--- config.mk ---
export PLATFORM = sky130hd
export DESIGN_NAME = adc_capture_pp
export DESIGN_NICKNAME = d
export VERILOG_FILES = /design/src/rtl/adc_capture_pp.sv
export SDC_FILE = /design/constraint.sdc
export NUM_CORES = 2
export LEC_CHECK = 0
export CORE_ASPECT_RATIO = 1.1
export CORE_MARGIN = 2
export CORE_UTILIZATION = 45
export CTS_BUF_LIST = sky130_fd_sc_hd__clkbuf_8
export DETAILED_ROUTE_END_ITERATION = 16
export HOLD_SLACK_MARGIN = 0.12
export SYNTH_ARGS = -nofsm -noshare
export SYNTH_HDL_FRONTEND = slang
export SYNTH_SLANG_ARGS = --single-unit
--- constraint.sdc ---
create_clock -name clk -period 7.7 [get_ports clk]
set_input_delay 2.31 -clock clk [delete_from_list [all_inputs] [get_ports clk]]
set_output_delay 2.31 -clock clk [all_outputs]
set_load 0.005 [all_outputs]
--- src/rtl/adc_capture_pp.sv ---
// Multi-channel serial-ADC capture engine: N_CH SPI lanes share SCLK/nCS and
// fill one half of a ping-pong sample buffer while the host reads the other.
module adc_capture_pp #(
  parameter int N_CH     = 2,
  parameter int SAMPLE_W = 16,
  parameter int DEPTH    = 64,
  parameter int AW       = 1 + $clog2(DEPTH) + $clog2(N_CH)
) (
  input  logic                clk,
  input  logic                nres,
  input  logic                start_pulse,
  input  logic                stop_pulse,
  input  logic                cont,
  input  logic [2:0]          rate,
  input  logic                nDRDY,
  input  logic [N_CH-1:0]     SDIN,
  output logic                SCLK,
  output logic                nCS,
  input  logic [AW-1:0]       read_addr,
  output logic [SAMPLE_W-1:0] dout,
  output logic                write_done,
  output logic                toggle_buff,
  output logic                busy,
  output logic                overrun
);
  localparam int CW = $clog2(N_CH);
  localparam int IW = $clog2(DEPTH);
  localparam int PW = $clog2(2*SAMPLE_W + 1);
  localparam logic [PW-1:0] PH_LAST  = PW'(2*SAMPLE_W);
  localparam logic [IW-1:0] IDX_LAST = IW'(DEPTH-1);
  localparam logic [CW-1:0] CH_LAST  = CW'(N_CH-1);

  typedef enum logic [1:0] {IDLE, ARMED, XFER, WRITE} state_t;

  state_t                          state;
  logic [2:0]                      drdy_sync;
  logic                            drdy_evt;
  logic [2:0]                      hcnt, h_max;
  logic [PW-1:0]                   ph;
  logic [CW-1:0]                   wch;
  logic [IW-1:0]                   sample_idx;
  logic                            wr_half, stop_req, shift_en;
  logic [AW-1:0]                   wr_addr;
  logic [N_CH-1:0][SAMPLE_W-1:0]   shreg;
  logic [SAMPLE_W-1:0]             mem [2*N_CH*DEPTH];

  // [1:0] are the synchroniser flops, [2] holds the previous level; reset
  // high so a low nDRDY at reset release is not mistaken for an edge.
  always_ff @(posedge clk or negedge nres)
    if (!nres) drdy_sync <= 3'b111;
    else       drdy_sync <= {drdy_sync[1:0], nDRDY};

  assign drdy_evt = drdy_sync[2] & ~drdy_sync[1];

  // Shift on the edge that drives SCLK high: end of an even (low) phase.
  assign shift_en = (state == XFER) && (hcnt == h_max) && !ph[0] && (ph != PH_LAST);

  for (genvar g = 0; g < N_CH; g++) begin : g_lane
    adc_capture_pp_lane #(.SAMPLE_W(SAMPLE_W)) u_lane (
      .clk      (clk),
      .nres     (nres),
      .shift_en (shift_en),
      .sdin     (SDIN[g]),
      .q        (shreg[g])
    );
  end

  assign wr_addr = {wr_half, sample_idx, wch};

  always_ff @(posedge clk)
    if (state == WRITE) mem[wr_addr] <= shreg[wch];

  // Non-blocking read of the old word gives read-first on a collision.
  always_ff @(posedge clk or negedge nres)
    if (!nres) dout <= '0;
    else       dout <= mem[read_addr];

  always_ff @(posedge clk or negedge nres) begin
    if (!nres) begin
      state       <= IDLE;
      SCLK        <= 1'b0;
      nCS         <= 1'b1;
      write_done  <= 1'b0;
      toggle_buff <= 1'b0;
      busy        <= 1'b0;
      overrun     <= 1'b0;
      hcnt        <= '0;
      h_max       <= '0;
      ph          <= '0;
      wch         <= '0;
      sample_idx  <= '0;
      wr_half     <= 1'b0;
      stop_req    <= 1'b0;
    end else begin
      write_done <= 1'b0;
      case (state)
        IDLE: if (start_pulse) begin
          state      <= ARMED;
          busy       <= 1'b1;
          sample_idx <= '0;
          wr_half    <= 1'b0;
          overrun    <= 1'b0;
          stop_req   <= 1'b0;
        end
        ARMED: begin
          if (stop_pulse) begin
            state <= IDLE;
            busy  <= 1'b0;
          end else if (drdy_evt) begin
            state <= XFER;
            nCS   <= 1'b0;
            SCLK  <= 1'b0;
            hcnt  <= '0;
            ph    <= '0;
            h_max <= rate;
          end
        end
        XFER: begin
          if (drdy_evt)   overrun  <= 1'b1;
          if (stop_pulse) stop_req <= 1'b1;
          if (hcnt == h_max) begin
            hcnt <= '0;
            if (ph == PH_LAST) begin
              nCS   <= 1'b1;
              SCLK  <= 1'b0;
              wch   <= '0;
              state <= WRITE;
            end else begin
              ph   <= ph + 1'b1;
              SCLK <= ~ph[0];
            end
          end else begin
            hcnt <= hcnt + 1'b1;
          end
        end
        WRITE: begin
          if (drdy_evt)   overrun  <= 1'b1;
          if (stop_pulse) stop_req <= 1'b1;
          if (wch == CH_LAST) begin
            sample_idx <= sample_idx + 1'b1;
            if (sample_idx == IDX_LAST) begin
              write_done  <= 1'b1;
              toggle_buff <= wr_half;
              wr_half     <= ~wr_half;
            end
            if (stop_req || stop_pulse || (sample_idx == IDX_LAST && !cont)) begin
              state <= IDLE;
              busy  <= 1'b0;
            end else begin
              state <= ARMED;
            end
          end else begin
            wch <= wch + 1'b1;
          end
        end
        default: state <= IDLE;
      endcase
    end
  end
endmodule

// Per-channel MSB-first deserialiser.
module adc_capture_pp_lane #(
  parameter int SAMPLE_W = 16
) (
  input  logic                clk,
  input  logic                nres,
  input  logic                shift_en,
  input  logic                sdin,
  output logic [SAMPLE_W-1:0] q
);
  always_ff @(posedge clk or negedge nres)
    if (!nres)         q <= '0;
    else if (shift_en) q <= {q[SAMPLE_W-2:0], sdin};
endmodule

==> key figures <==
Clock tree
  – CTS buffer count: ~660
  – Number of post-CTS setup repair buffers: 0
  – Hold_buf cts: 0
  – Clock root cell: clkbuf_8
  – Sinks on the clock net: ~4,200
  – Clock H-tree levels: 6
  – Post-CTS Resized: 0
  – Skew-Pair Late Insertion Delay: approximately 1.2 ns
  – CTS Buffer Depth: 4
  – CTS tree: done
  – Worst-path clk slew: about 0.060 ns

Die
  – Ports: 41
  – Row Count: roughly 230
  – Core ar.: ~360,000 µm²
  – DIE AREA: approximately 360,000 µm²
  – Die width: between 500 and 600 µm
  – Die height: between 600 and 700 µm
  – Starting density of the core: 45.1%

Route
  – Routed wire length: around 440,000 µm
  – Avg Vias per Cell: between 6 and 7
  – Antenna-violating nets left: 0
  – 1st-pass router iterations: 6
  – Avg WL per Cell: around 32 µm
  – Via count: between 80,000 and 90,000
  – Drt initial violations: 9,543
  – DR DRC count: 0

Synth
  – Syn_nets: roughly 7,600
  – Sequential area share after synthesis: about 77%
  – Post-synth EDFFs: about 4,000
  – Cell accounting for the most synthesized area: edfxtp_1
  – Most frequent cell after synthesis: edfxtp_1
  – Number of distinct library cells after synthesis: 70
  – Top post-synthesis cells by area: edfxtp_1, mux4_2, mux2i_1
  – Yosys top cell area share: about 76%
  – Primary FF master, synth: edfxtp_1
  – Post-synthesis sequential element count: approximately 4,200
  – Gate Count Post-Synth: 7,568
  – Most frequent cells after synthesis: edfxtp_1, mux4_2, mux2i_1
  – Avg Cell Area, Syn: approximately 21 µm²
  – Yosys warns: 0
  – Ys async rst share: between 1.5 and 2%
  – Cell Area, Synth: 162,000 µm²

Setup path
  – Crit end category: flip-flop
  – Worst setup SP type: input pin
  – Slowest-stage cell, CP: clkdlybuf4s50_1
  – R2R depth: 6
  – Crit path kind: in -> reg
  – Worst R2R Start: sample_idx[2]$_DFFE_PN0P_
  – Worst EP arrival: between 6 and 7 ns
  – Critical Path Most Common Cell: nor4_1
  – RR Endpoint: mem[253][9]$_DFFE_PP_
  – Max stage delay on crit path: approximately 1.3 ns
  – Worst path cell trace: clkdlybuf4s50_1, or3b_1, or2_2, o32ai_1, nor4_1, nand3_1, nor4_1
  – CP max FO: 15
  – Critical Path RT: 8.77 ns
  – Worst R2R Setup Slack: 3.66 ns

Finish
  – Sequential cell area: between 100,000 and 150,000 µm²
  – Multi-input gate area: ~34,000 µm²
  – Fill cells: about 29,000
  – Share of layout cells above drive strength 1: between 20% and 30%
  – Layout area overhead: 12.0%
  – Nets: approximately 8,300

Timing
  – Post-layout minimum cycle time: around 5.6 ns
  – Hold Vio Cnt, Final: 0
  – Setup TNS: 0 ns
  – Clock skew after layout: approximately 0.057 ns
  – Worst-margin pin slew: around 1.5 ns
  – Worst slew margin: about 1.4%
  – Worst hold slack: 0.355 ns
  – RSZ-0062 raised after global routing: false
  – Pins Over Slew Limit: 0
  – FMAX: 0.178 GHz
  – Final period util: roughly three quarters
  – # setup viols final: 0

Run status
  – Status: complete, no violations

Global routing
  – Grt ovf: 0
  – Largest net degree at the start of global routing: 187
  – Met3 usage: under 10%
  – GRT busiest layer: met2
  – Vias in the first global route: ~82,000
  – Initial antenna violation count: 21
  – First-pass GRT wire length: around 610,000 µm
  – Met1 Use GR: a little under a third
  – Met2 usage in global routing: between 30% and 40%
  – GR Util All Layers: 23.7%

Placement
  – GP Congestion: 0.884
  – Port buffer count: 40
  – Placed wire-length estimate: between 200,000 and 300,000 µm

Min path
  – Hold Crit Class: reg -> reg
  – Hold_sp: drdy_sync[0]$_DFF_PN1_
  – WHS Endpoint: drdy_sync[1]$_DFF_PN1_
  – Hold path cells: 0

Power
  – VDD IR max: roughly 0.27 mV
  – Pleak: between 60 and 70 nW
  – PwrDens: about 250 nW/µm²

Flow run
  – MaxCap Viol Count: 0
-- stage by stage --
stage                     cells  utilization [%]  area [µm²]  power (W)  setup WS (ns)
after CTS                 13500             50.5      181000     0.0456           2.27
after detailed placement  12400             47.2      169000     0.0284          0.972
after global routing      13500             50.5      181000     0.0467           2.13
after floorplan            7568                -      162000     0.0273           3.17
after global placement    12400             47.2      169000     0.0284          0.997
final                     13600             50.5      181000     0.0453           2.07
-- routing by layer --
metal	vias to the layer above	routed length, µm
li1	33400	-
met1	43600	172000
met4	10	17800
met5	-	71
met3	764	33800
met2	3728	213000
-- power by group --
group          internal (W)  total, W  switching (W)
sequential           0.0252    0.0253       0.000127
combinational      0.000872   0.00265        0.00178
clock               0.00862    0.0173        0.00867
total                0.0347    0.0453         0.0106
-- cell families after synthesis --
logic type | count (synthesis) | synth area share [%]
XOR/XNOR | 11 | 0.0595
AND/OR/NAND/NOR | 686 | 1.93
flip-flops | 4176 | 77.2
multiplexers | 1478 | 15.5
adder cells (fa/ha/maj) | 4 | 0.0309
buffers and inverters | 459 | 1.93
AO/OA/AOI/OAI | 754 | 3.38
-- how the worst max path moves through the flow --
| stage | start | slack [ns] | depth (start not counted) | endpoint |
|---|---|---|---|---|
| after floorplan | read_addr[0] | 3.17 | 9 | dout[12]$_DFF_PN0_ |
| after global placement | read_addr[1] | 1.0 | 8 | dout[2]$_DFF_PN0_ |
| after detailed placement | read_addr[1] | 0.97 | 8 | dout[1]$_DFF_PN0_ |
| after CTS | read_addr[1] | 2.27 | 8 | dout[2]$_DFF_PN0_ |
| after global routing | read_addr[7] | 2.13 | 7 | dout[2]$_DFF_PN0_ |
| final | read_addr[7] | 2.07 | 7 | dout[2]$_DFF_PN0_ |
-- state kept, by name, summed over array words and instances, names as in the netlist, named ones only --
signal / flops
toggle_buff: 1
overrun: 1
h_max: 3
drdy_sync: 3
state: 1
SCLK: 1
sample_idx: 6
ph: 6
dout: 16
write_done: 1
busy: 1
wr_half: 1
mem: 4096
wch: 1
stop_req: 1
nCS: 1
hcnt: 3
g_lane.u_lane.q: 32
-- cell usage in the layout, fill, tap and decap left out, types with 116 or more instances in the layout --
master | synthesis | layout
nor2_1 | 306 | 270
clkbuf_8 | 5 | 680
edfxtp_1 | 4096 | 4096
mux2i_1 | 535 | 535
inv_1 | 6 | 238
buf_4 | 38 | 407
mux2_2 | 139 | 123
mux4_2 | 800 | 800
clkinv_1 | 0 | 142
o221ai_1 | 219 | 219
nand2_1 | 117 | 116
o22ai_1 | 137 | 137
-- worst max-delay path: cells and delay by family --
family | cells | cell delay (ns)
AOI/OAI and AO/OA | 1 | 0.14
buffers and inverters | 1 | 1.32
and+or+nand+nor | 5 | 2.86
-- layout make-up --
type / instances / share of cell area [%]
multi-input cells: 2933 / 18.9
clock inverters: 490 / 1.41
repair buffers: 480 / 2.28
inverters: 8 / 0.0248
diodes: 19 / 0.0262
flip-flops and latches: 4176 / 68.9
well taps: 4776 / 3.30
clock buffers: 680 / 5.16
(Power assumes the default switching activity.)
